==> src/rtl/timer_seq_ctrl.sv <==
// -----------------------------------------------------------------------------
// timer_seq_ctrl
//
// Sequencer for an external loadable up-counter. A sequence loads the counter
// with a captured start value, lets it count up (wrapping through max -> 0)
// until it reaches the captured end value, then signals one completed period.
// In periodic mode the load/count/done cycle repeats until stop is asserted.
//
// Ports
//   clk        : clock, all state changes on the rising edge
//   rst        : asynchronous reset, active low
//   start      : begin a sequence (only honoured while idle)
//   stop       : abort the current sequence (honoured in every state)
//   periodic   : 0 = one-shot, 1 = auto-reload (captured with start)
//   start_val  : initial count (captured with start)
//   end_val    : terminal count (captured with start)
//   cnt_q      : present value of the external counter
//   cnt_en     : count enable to the external counter
//   cnt_ld     : synchronous load strobe to the external counter
//   cnt_data   : load value for the external counter
//   busy       : high whenever a sequence is in progress
//   done       : one-cycle pulse per completed period
//   aborted    : one-cycle pulse after stop ends a sequence
//   periods    : completed periods since the last accepted start
// -----------------------------------------------------------------------------
module timer_seq_ctrl #(
    parameter int WIDTH = 8
) (
    input  logic             clk,
    input  logic             rst,
    input  logic             start,
    input  logic             stop,
    input  logic             periodic,
    input  logic [WIDTH-1:0] start_val,
    input  logic [WIDTH-1:0] end_val,
    input  logic [WIDTH-1:0] cnt_q,
    output logic             cnt_en,
    output logic             cnt_ld,
    output logic [WIDTH-1:0] cnt_data,
    output logic             busy,
    output logic             done,
    output logic             aborted,
    output logic [WIDTH-1:0] periods
);

    typedef enum logic [1:0] {
        IDLE = 2'd0,
        LOAD = 2'd1,
        RUN  = 2'd2,
        DONE = 2'd3
    } state_t;

    // Sequence configuration, frozen for the lifetime of a sequence.
    typedef struct packed {
        logic [WIDTH-1:0] start_v;
        logic [WIDTH-1:0] end_v;
        logic             periodic;
    } cfg_t;

    state_t state;
    state_t state_nxt;
    cfg_t   cfg;
    logic   accept;
    logic   at_end;
    logic   abort_evt;

    // A new sequence is accepted only from IDLE and never when stop is also high.
    assign accept    = (state == IDLE) && start && !stop;
    assign at_end    = (cnt_q == cfg.end_v);
    assign abort_evt = (state != IDLE) && stop;

    // -------------------------------------------------------------------------
    // State register
    // -------------------------------------------------------------------------
    always_ff @(posedge clk or negedge rst) begin
        if (!rst) begin
            state <= IDLE;
        end else begin
            state <= state_nxt;
        end
    end

    // -------------------------------------------------------------------------
    // Next-state logic
    // -------------------------------------------------------------------------
    always_comb begin
        state_nxt = state;
        unique case (state)
            IDLE: begin
                if (accept) state_nxt = LOAD;
            end
            LOAD: begin
                state_nxt = stop ? IDLE : RUN;
            end
            RUN: begin
                if (stop)        state_nxt = IDLE;
                else if (at_end) state_nxt = DONE;
            end
            DONE: begin
                if (stop)              state_nxt = IDLE;
                else if (cfg.periodic) state_nxt = LOAD;
                else                   state_nxt = IDLE;
            end
            default: state_nxt = IDLE;
        endcase
    end

    // -------------------------------------------------------------------------
    // Moore decodes. cnt_en drops as soon as the counter shows the end value,
    // so the counter parks on it while the FSM moves to DONE. With a zero
    // distance this keeps cnt_en low for the whole single RUN cycle.
    // -------------------------------------------------------------------------
    always_comb begin
        cnt_en = 1'b0;
        cnt_ld = 1'b0;
        busy   = 1'b1;
        done   = 1'b0;
        unique case (state)
            IDLE: busy   = 1'b0;
            LOAD: cnt_ld = 1'b1;
            RUN:  cnt_en = !at_end;
            DONE: done   = 1'b1;
            default: busy = 1'b0;
        endcase
    end

    assign cnt_data = cfg.start_v;

    // -------------------------------------------------------------------------
    // Captured configuration. Only written on an accepted start, so a start
    // pulse mid-sequence cannot disturb it.
    // -------------------------------------------------------------------------
    always_ff @(posedge clk or negedge rst) begin
        if (!rst) begin
            cfg <= '0;
        end else if (accept) begin
            cfg.start_v  <= start_val;
            cfg.end_v    <= end_val;
            cfg.periodic <= periodic;
        end
    end

    // -------------------------------------------------------------------------
    // Period counter. The DONE-state increment is unconditional so a stop
    // arriving in DONE still counts that period.
    // -------------------------------------------------------------------------
    always_ff @(posedge clk or negedge rst) begin
        if (!rst) begin
            periods <= '0;
        end else if (accept) begin
            periods <= '0;
        end else if (state == DONE) begin
            periods <= periods + 1'b1;
        end
    end

    // -------------------------------------------------------------------------
    // Abort pulse: registered so it appears in the cycle after the stop edge,
    // when the FSM is already back in IDLE.
    // -------------------------------------------------------------------------
    always_ff @(posedge clk or negedge rst) begin
        if (!rst) begin
            aborted <= 1'b0;
        end else begin
            aborted <= abort_evt;
        end
    end

endmodule
==> config.mk <==
export PLATFORM = sky130hd
export DESIGN_NAME = timer_seq_ctrl
export DESIGN_NICKNAME = d
export VERILOG_FILES = /design/src/rtl/timer_seq_ctrl.sv
export SDC_FILE = /design/constraint.sdc
export NUM_CORES = 1
export LEC_CHECK = 0
export ABC_AREA = 1
export BUFFER_PORTS_ARGS = -buffer_cell sky130_fd_sc_hd__buf_4
export CORE_ASPECT_RATIO = 1.5
export CORE_MARGIN = 4
export CORE_UTILIZATION = 30
export DETAILED_ROUTE_END_ITERATION = 8
export SLEW_MARGIN = 15
export SYNTH_ARGS = -nofsm -noshare
export SYNTH_HDL_FRONTEND = slang
export SYNTH_SLANG_ARGS = --single-unit
export TNS_END_PERCENT = 5
==> constraint.sdc <==
create_clock -name clk -period 1.2 [get_ports clk]
set_input_delay 0.18 -clock clk [delete_from_list [all_inputs] [get_ports clk]]
set_output_delay 0.18 -clock clk [all_outputs]
set_load 0.01 [all_outputs]
==> results of run 1 <==
cell usage in the layout (no fill, tap or decap), types with 2 or more instances in the layout:
cell type | netlist | layout
a21oi_1 | 6 | 6
buf_12 | 0 | 2
buf_4 | 8 | 56
clkbuf_8 | 0 | 3
dfrtp_1 | 28 | 26
dfrtp_2 | 0 | 2
inv_1 | 19 | 17
inv_2 | 2 | 4
nand2_1 | 71 | 70
nand2_2 | 1 | 2
nand3_1 | 2 | 2
nand4_1 | 2 | 2
nor2_1 | 9 | 5
nor2_2 | 0 | 4
nor3_2 | 2 | 2
o21ai_0 | 3 | 3
o21ai_1 | 5 | 5
o21ai_2 | 2 | 2
xnor2_1 | 3 | 3
metrics by stage:
stage | setup slack, ns | cell area (um2) | std cells | setup TNS, ns | hold slack (ns)
6_report | -0.229 | 1980 | 293 | -0.602 | 0.0750
5_1_grt | -0.320 | 1980 | 293 | -1.12 | 0.0612
4_1_cts | -0.250 | 1960 | 292 | -0.620 | 0.0668
3_5_place_dp | 0.0133 | 1860 | 285 | 0 | 0.128
3_3_place_gp | 0.0428 | 1860 | 285 | 0 | 0.129
2_1_floorplan | 0.0485 | 1430 | 177 | 0 | -0.116
final cells by class:
type                            count  share of cell area, %
Timing Repair Buffer               59                   23.8
Tap cell                           64                   4.04
Inverter                           23                   4.55
Clock inverter                      1                   1.52
Multi-Input combinational cell    115                   28.6
Clock buffer                        3                   2.08
Sequential cell                    28                   35.5
how the worst min path moves through the flow:
stage / start / to / slack, ns / depth (start not counted)
global route: stop / state[1] / 0.06 / 2
global placement: rst / periods[7] / 0.13 / 1
detailed placement: rst / state[1] / 0.13 / 1
finish: stop / state[1] / 0.07 / 2
floorplan: rst / aborted / -0.12 / 0
CTS: stop / state[1] / 0.07 / 2
registers in the layout, indices dropped and copies added, names as in the netlist:
name      flops
aborted       1
cfg           9
cnt_data      8
periods       8
state         2
logic make-up (layout without fill, tap and decap cells):
group	Yosys count	in the layout	synth area share (%)
DFF	28	28	49.1
buffers and inverters	34	86	12.4
xor gates and xnor gates	3	3	1.84
AOI/OAI and AO/OA	20	20	8.59
and+or+nand+nor	91	91	27.3
adders and majority gates	1	1	0.876
per-layer routing:
metal	global-route usage [%]	vias up	share of wire, %
li1	-	641	-
met1	13.2	566	40
met2	20.8	24	53
met3	1.70	2	4.9
met4	5.29	0	1.4
met5	0	-	0
worst reg2reg max path, stage by stage (launching register included):
cell and delay [ns]:
dfrtp_1 0.43, ha_2 0.21, inv_1 0.06, nor3_2 0.20
and2_1 0.17, nor3_2 0.04
Yosys cell counts (all sizes together) (2+ instances only):
cell type,number,area share [%]
nor2,10,3.2
inv,22,6.0
o21ai,10,4.0
nand3,3,1.9
dfrtp,28,49
nand2,72,19
xnor2,3,1.8
nor3,3,1.8
buf,11,6.1
nand4,2,0.88
a21oi,6,2.1
power by group through the flow:
stage                     Clock (mW)  Combinational, mW  Sequential [mW]
final                          0.755              0.834             1.25
after global placement             0              0.793             1.26
after floorplan                    0              0.512             1.25
after global routing           0.812              0.932             1.28
after CTS                      0.780              0.828             1.25
after detailed placement           0              0.807             1.26
timing repair:
action,CTS,global route
gates resized for setup,3,8
pin swaps,3,6
endpoints found under the hold margin,28,0
cloned,0,0
hold buffers,1,0
endpoints found under the setup margin,6,13
setup buffers,2,1
==> summary.txt, run 1 <==
STA
  • Final clock skew: 0.00282 ns
  • Slew HR: between 70% and 80%
  • Endpoints failing setup: 4
  • Final period util: 119%
  • Fin. max-slew vios: 0
  • Worst-Margin Slew: between 0.3 and 0.4 ns
  • Hold Violations, Final: 0
  • Min setup slack post-route: -0.229 ns
  • Final min period: 1.43 ns
  • RSZ-0062 raised after global routing: yes
  • Maximum clock rate: 700 MHz

Yosys
  • Cell count after synthesis: 177
  • FFs w/ async S/R, synth: 100%
  • Netlist cell types: 28
  • Proportion of synthesized chip area in sequential cells: 49.1%
  • Number of synthesized register bits: 28
  • Top FF cell, synth: dfrtp_1
  • EDFF count, synth: 0
  • Net Count, Synth: 207
  • Synth warn: 0
  • Mapped cell area: 1430 um2
  • Synthesized area per cell: 8.07 um2

Power and ir drop
  • P_sw: 0.833 mW
  • Total power: 2.84 mW
  • Sw Share: 29.3%
  • LEAKAGE: 1.05 nW
  • Clock power frac: 26.6%
  • Internal Power: 2.01 mW
  • Maximum VDD drop: 0.621 mV
  • Combinational Power Share: ~30%
  • Reg power frac: between 40% and 50%
  • PD cells: between 1000 and 1500 nW/um2

Drt
  • 1st-iter DRT viols: 29
  • Drt total wl: 3300 um
  • Via count: approximately 1.2k
  • Via-to-Cell Ratio: 4.21
  • Drt wl/cell: about 11 um
  • Post-DRT Antenna Nets: 0
  • First-pass DRT Iterations: 2
  • DRC: 0

Worst setup path
  • CP cell instances: xnor2_1 > nand2_1 > nor2_2 > a21oi_1 > buf_4
  • FF-to-FF Start: periods[0]
  • Data arrival time of the critical path: ~1.3 ns
  • Crit. End Element: output port
  • Max FO, Critical Path: 2
  • CP max stage cell: dfrtp_1
  • Worst Setup EP: cnt_en
  • Cells on worst reg2reg path: 5
  • CP Buf/Inv Count: 1
  • Worst EP required: 1.02 ns
  • R2r endpoint: periods[4]
  • Largest delay contributor family on the critical path: flip-flops
  • Reg2reg setup slack: -0.01 ns
  • Crit start category: flip-flop
  • Critical path depth in cells: 5
  • Critical path type: reg2out
  • Worst path max stage delay: 0.41 ns
  • Crit path from: cfg[4]

Global route
  • GRT Total Usage: 11.5%
  • Vias in the first global route: 1210
  • First-pass GRT wire length: 5440 um
  • Grt total ovfl: 0
  • Initial antenna violation count: 0
  • Largest net degree at the start of global routing: 29

Placed design
  • Final HPWL DP: between 2000 and 3000 um
  • GPL Wtd Cong: 0.800
  • Port Buffer Count: slightly below 50

CTS
  • Worst skew pair latency: 0.28 ns
  • Clk sinks: 28
  • Root buffer cell: clkbuf_8
  • Worst-path clk slew: around 0.1 ns
  • H-tree levels: 1
  • CTS tree: built
  • Number of CTS-inserted buffers: 3
  • CTS Buffer Depth: 2

Floorplan
  • Std-Cell Rows: 30
  • Num ports: 50
  • Die area: 5950 um2
  • Die W: 64.3 um
  • Initial Util: 31.2%
  • Die height: 92.5 um
  • Core area: 4580 um2

Finish
  • Register area: between 700 and 800 um2
  • Multi-input gate area: between 500 and 600 um2
  • Diodes inserted: 0
  • Fillers: 506
  • Layout net count: 260
  • Share of cells above drive strength 1: a little under two fifths
  • Util after Layout: 43.3%
  • Area growth, synth to finish: 38.7%

Run
  • Max cap viols: 0

Status
  • Failing checks: setup timing
  • Status: finished, violations left

Min path
  • Hold WC Path Type: in2reg
Power figures use the tool's default switching activity.
==> inputs of run 2 (changes only) <==
==> constraint.sdc (replaced) <==
create_clock -name clk -period 1.7 [get_ports clk]
set_input_delay 0.255 -clock clk [delete_from_list [all_inputs] [get_ports clk]]
set_output_delay 0.255 -clock clk [all_outputs]
set_load 0.01 [all_outputs]
==> run 2 against run 1 <==
Net effect:
- the run now ends clean
- global-route usage down 0.57 points
- sequential power down 29%
- largest power group unchanged
- critical endpoint unchanged
- critical path depth up 2
- critical path type unchanged
- utilization down 3.1 points
- sequential cell count unchanged
- final cell count down 3.4%
- routed wire length down 6.9%
- combinational power down 39%
- clock skew about the same
- register-to-register slack better by 0.34 ns
==> summary.txt, run 2 (synthesis results as in run 1) <==
Worst setup path
  • Data arrival time of the critical path: 1.25 ns
  • Critical path type: reg2out
  • Max FO, Critical Path: 2
  • Crit start category: flip-flop
  • Crit. End Element: output port
  • Worst EP required: 1.44 ns

Status
  • Status: finished clean

Power and ir drop
  • LEAKAGE: between 0.9 and 1 nW
  • Reg power frac: 50.6%
  • Total power: 1.75 mW
  • Internal Power: roughly 1.2 mW
  • Clock power frac: 20.1%
  • Sw Share: 30.9%
  • P_sw: 0.540 mW
  • Combinational Power Share: 29.3%
  • Maximum VDD drop: 0.277 mV
  • PD cells: 949 nW/um2

Floorplan
  • Initial Util: 31.2%
  • Num ports: 50
  • Die W: 64.3 um
  • Std-Cell Rows: 30
  • Die height: 92.5 um
  • Die area: slightly below 6000 um2
  • Core area: 4580 um2

Placed design
  • Final HPWL DP: 2360 um
  • GPL Wtd Cong: just under 0.8
  • Setup Slack @ Placement: 0.319 ns
  • Port Buffer Count: 49

CTS
  • H-tree levels: 1
  • CTS tree: built
  • Root buffer cell: clkbuf_8
  • CTS Buffer Depth: 2
  • Worst-path clk slew: around 0.090 ns
  • Worst skew pair latency: 0.27 ns
  • Number of CTS-inserted buffers: 3
  • Clk sinks: 28

Run
  • Max cap viols: 0

STA
  • Fin. max-slew vios: 0
  • Slew HR: 76.6%
  • Endpoints failing setup: 0
  • Final period util: 88.3%
  • Final min period: 1.50 ns
  • Final clock skew: about 0.0026 ns
  • Hold Violations, Final: 0
  • Worst hold slack: 0.156 ns
  • Setup TNS: 0 ns
  • RSZ-0062 raised after global routing: no
  • Worst-Margin Slew: 0.351 ns
  • Maximum clock rate: approximately 670 MHz
  • Min setup slack post-route: 0.199 ns

Global route
  • GRT Total Usage: 11.0%
  • Largest net degree at the start of global routing: 29
  • First-pass GRT wire length: 5260 um
  • Grt total ovfl: 0
  • Vias in the first global route: 1190
  • Initial antenna violation count: 0

Drt
  • Post-DRT Antenna Nets: 0
  • First-pass DRT Iterations: 3
  • Via-to-Cell Ratio: 4.19
  • DRC: 0
  • Drt total wl: 3080 um
  • Drt wl/cell: 10.9 um
  • 1st-iter DRT viols: 37
  • Via count: between 1k and 1.5k

Finish
  • Util after Layout: 40.2%
  • Reg with most FFs: cfg
  • Layout net count: 251
  • Commonest non-fill, non-tap cell in the layout: nand2_1
  • Max reg flops: 9
  • Most frequent cells in the layout: 71 x nand2_1, 49 x buf_4, 28 x dfrtp_1, 19 x inv_1, 9 x nor2_1
  • Area growth, synth to finish: 28.8%
  • Share of cells above drive strength 1: 28.8%
  • Diodes inserted: 0

Min path
  • Hold WC Path Type: in2reg
[run 2: cell count changes in the layout (fill, tap and decap cells not counted), moves of 2 or more]
cell | before | now
buf_12 | 2 | 0
buf_4 | 56 | 49
dfrtp_1 | 26 | 28
dfrtp_2 | 2 | 0
inv_1 | 17 | 19
inv_2 | 4 | 2
nor2_1 | 5 | 9
nor2_2 | 4 | 0
[run 2: through the flow]
step	cells	cell area, um2
floorplan	177	1430
finish	283	1840
global placement	279	1790
CTS	283	1840
detailed placement	279	1790
global route	283	1840
[run 2: critical path, cell delays in order, from the launching register on]
cell     delay [ns]
dfrtp_1        0.38
inv_1          0.09
nand2_1        0.05
nand2_1        0.05
nand2_1        0.05
nor2_1         0.12
a21oi_1        0.08
buf_4          0.14
[run 2: final timing paths]
path                             start          end  slack [ns]  depth (start not counted)
max                             cfg[8]       cnt_en        0.20                          7
min                               stop     state[1]        0.16                          2
max reg2reg                   state[1]       cfg[8]        0.33                          5
min reg2reg                cnt_data[5]  cnt_data[5]        0.50                          2
max in group asynchronous          rst  cnt_data[4]        1.01                          2
min in group asynchronous          rst   periods[1]        0.43                          2
[run 2: power by group through the flow]
stage	logic [mW]	clock network, mW	registers, mW
4_1_cts	0.523	0.368	0.885
6_report	0.511	0.351	0.884
3_5_place_dp	0.521	0	0.896
3_3_place_gp	0.513	0	0.896
5_1_grt	0.584	0.388	0.905
2_1_floorplan	0.362	0	0.883
[run 2: repair_timing]
action,4_1_cts,5_1_grt
buffers inserted,0,0
endpoints found under the hold margin,28,0
hold buffers,1,0
gates resized for setup,0,0
[run 2: area by class of cell]
class	count	area (um2)
inverters	23	88.8
fillers	516	2740
flip-flops and latches	28	701
multi-input cells	115	551
repair buffers	50	378
well taps	64	80.1
clock buffers	3	41.3
[run 2: metal layers]
metal	track usage, %	wire [um]
met5	0	0
met2	18.7	1570
met3	1.33	161
met4	4.76	41
met1	13.7	1300
==> inputs of run 3 (changes only) <==
--- a/config.mk
+++ b/config.mk
@@ -6,7 +6,7 @@
 export NUM_CORES = 1
 export LEC_CHECK = 0
 export ABC_AREA = 1
-export BUFFER_PORTS_ARGS = -buffer_cell sky130_fd_sc_hd__buf_4
+export BUFFER_PORTS_ARGS = -buffer_cell sky130_fd_sc_hd__clkbuf_2
 export CORE_ASPECT_RATIO = 1.5
 export CORE_MARGIN = 4
 export CORE_UTILIZATION = 30
@@ -15,4 +15,4 @@
 export SYNTH_ARGS = -nofsm -noshare
 export SYNTH_HDL_FRONTEND = slang
 export SYNTH_SLANG_ARGS = --single-unit
-export TNS_END_PERCENT = 5
+export TNS_END_PERCENT = 20
==> run 3 against run 2 <==
Net effect:
- via count barely moved
- register-to-register slack worse by 0.02 ns
- sequential power about the same
- utilization shrank 2.6 points
- sequential cell count did not move
- worst setup slack lost 0.015 ns
- critical path depth fell by 2
- combinational power fell by 12%
- global-route usage increased by 0.98 points
- clock-buffer cell count increased by 1
- critical endpoint unchanged
- highest routed layer unchanged
==> summary.txt, run 3 (synthesis results as in run 1) <==
Status
  • Status: finished clean

CTS
  • Number of CTS-inserted buffers: 3
  • Post-CTS setup buffers: 0
  • Worst-path clk slew: 0.10 ns
  • CTS tree: built
  • CTS Buffer Depth: 2
  • Clk sinks: 28
  • H-tree levels: 1
  • Worst skew pair latency: approximately 0.27 ns
  • Root buffer cell: clkbuf_8
  • Post-CTS Hold Fix Bufs: 0
  • # resized after CTS: 0

STA
  • Slew HR: between 50% and 60%
  • Final min period: 1.52 ns
  • Final clock skew: 0.00211 ns
  • RSZ-0062 raised after global routing: no
  • Setup TNS: 0 ns
  • Fin. max-slew vios: 0
  • Hold Violations, Final: 0
  • Maximum clock rate: around 660 MHz
  • Final period util: 89.2%
  • Endpoints failing setup: 0
  • Worst-Margin Slew: 0.722 ns
  • Min setup slack post-route: between 0.15 and 0.2 ns

Drt
  • Drt wl/cell: 11.2 um
  • 1st-iter DRT viols: 43
  • First-pass DRT Iterations: 4
  • Via count: around 1.2k
  • Drt total wl: 3180 um
  • DRC: 0
  • Post-DRT Antenna Nets: 0
  • Via-to-Cell Ratio: 4.19

Finish
  • Area growth, synth to finish: 20.5%
  • Post-route cell area: 1720 um2
  • Share of cells above drive strength 1: 29.2%
  • Reg with most FFs: cfg
  • Fin cells: 283
  • Layout net count: 250
  • Util after Layout: 37.6%
  • Diodes inserted: 0
  • Commonest non-fill, non-tap cell in the layout: nand2_1
  • Max reg flops: 9
  • Most frequent cells in the layout: 71 x nand2_1, 49 x clkbuf_2, 28 x dfrtp_1, 19 x inv_1, 9 x nor2_1

Worst setup path
  • Crit start category: flip-flop
  • Worst EP required: 1.44 ns
  • Critical path type: reg2out
  • Cells on worst reg2reg path: 5
  • Data arrival time of the critical path: 1.26 ns
  • R2r endpoint: cfg[0]
  • Worst Setup EP: cnt_en
  • Max FO, Critical Path: 2
  • Crit. End Element: output port
  • Reg2reg setup slack: between 0.3 and 0.4 ns
  • FF-to-FF Start: state[1]
  • Crit path from: cfg[7]

Placed design
  • DP Area: approximately 1700 um2
  • Cell Count Post-Placement: between 200 and 300
  • Final HPWL DP: 2390 um
  • Port Buffer Count: 49
  • GPL Wtd Cong: between 0.8 and 0.9
  • Setup Slack @ Placement: 0.305 ns

Power and ir drop
  • LEAKAGE: 0.961 nW
  • PD cells: 1020 nW/um2
  • Maximum VDD drop: 0.307 mV

Floorplan
  • Initial Util: between 30% and 40%
  • Die height: 92.5 um
  • Core area: 4580 um2
  • Die W: 64.3 um
  • Num ports: 50
  • Die area: 5950 um2
  • Std-Cell Rows: 30

Global route
  • Largest net degree at the start of global routing: 29
  • First-pass GRT wire length: roughly 5700 um
  • Initial antenna violation count: 0
  • Grt total ovfl: 0
  • Vias in the first global route: 1249
  • GRT Total Usage: 11.9%

Min path
  • Hold WC Path Type: in2async

Run
  • Max cap viols: 0
-- run 3: through the flow --
step	hold slack [ns]	power (mW)
2_1_floorplan	-0.0406	1.24
3_3_place_gp	0.347	1.35
3_5_place_dp	0.346	1.35
4_1_cts	0.0399	1.78
5_1_grt	0.0732	1.89
6_report	0.0157	1.75
-- run 3: worst min path at each step --
stage / cells past startpoint / to / startpoint
finish: 1 / aborted / rst
global route: 1 / periods[7] / rst
CTS: 1 / periods[1] / rst
detailed placement: 1 / periods[1] / rst
global placement: 1 / aborted / rst
floorplan: 0 / aborted / rst
-- run 3: power by group --
group / internal, mW / leakage (nW) / switching [mW] / total, mW
Clock: 0.208 / 0.0288 / 0.211 / 0.419
Sequential: 0.795 / 0.361 / 0.0866 / 0.881
Combinational: 0.191 / 0.571 / 0.260 / 0.450
Total: 1.19 / 0.961 / 0.557 / 1.75
-- run 3: critical path: stages (launching register included) --
cell	delay [ns]
dfrtp_1	0.41
xnor2_1	0.16
nand2_1	0.07
nor2_1	0.13
a21oi_1	0.09
clkbuf_2	0.13
-- run 3: layout make-up --
| cell class | count | area, um2 |
|---|---|---|
| Clock buffer | 4 | 55.1 |
| Fill cell | 503 | 2860 |
| Inverter | 23 | 88.8 |
| Multi-Input combinational cell | 115 | 551 |
| Sequential cell | 28 | 701 |
| Tap cell | 64 | 80.1 |
| Timing Repair Buffer | 49 | 245 |
-- run 3: per-layer routing --
| metal | vias up | GRT usage [%] | wire length (um) |
|---|---|---|---|
| met4 | 0 | 5.47 | 65 |
| li1 | 617 | - | - |
| met5 | - | 0 | 0 |
| met3 | 6 | 2.06 | 149 |
| met1 | 531 | 15.1 | 1350 |
| met2 | 33 | 19.7 | 1610 |
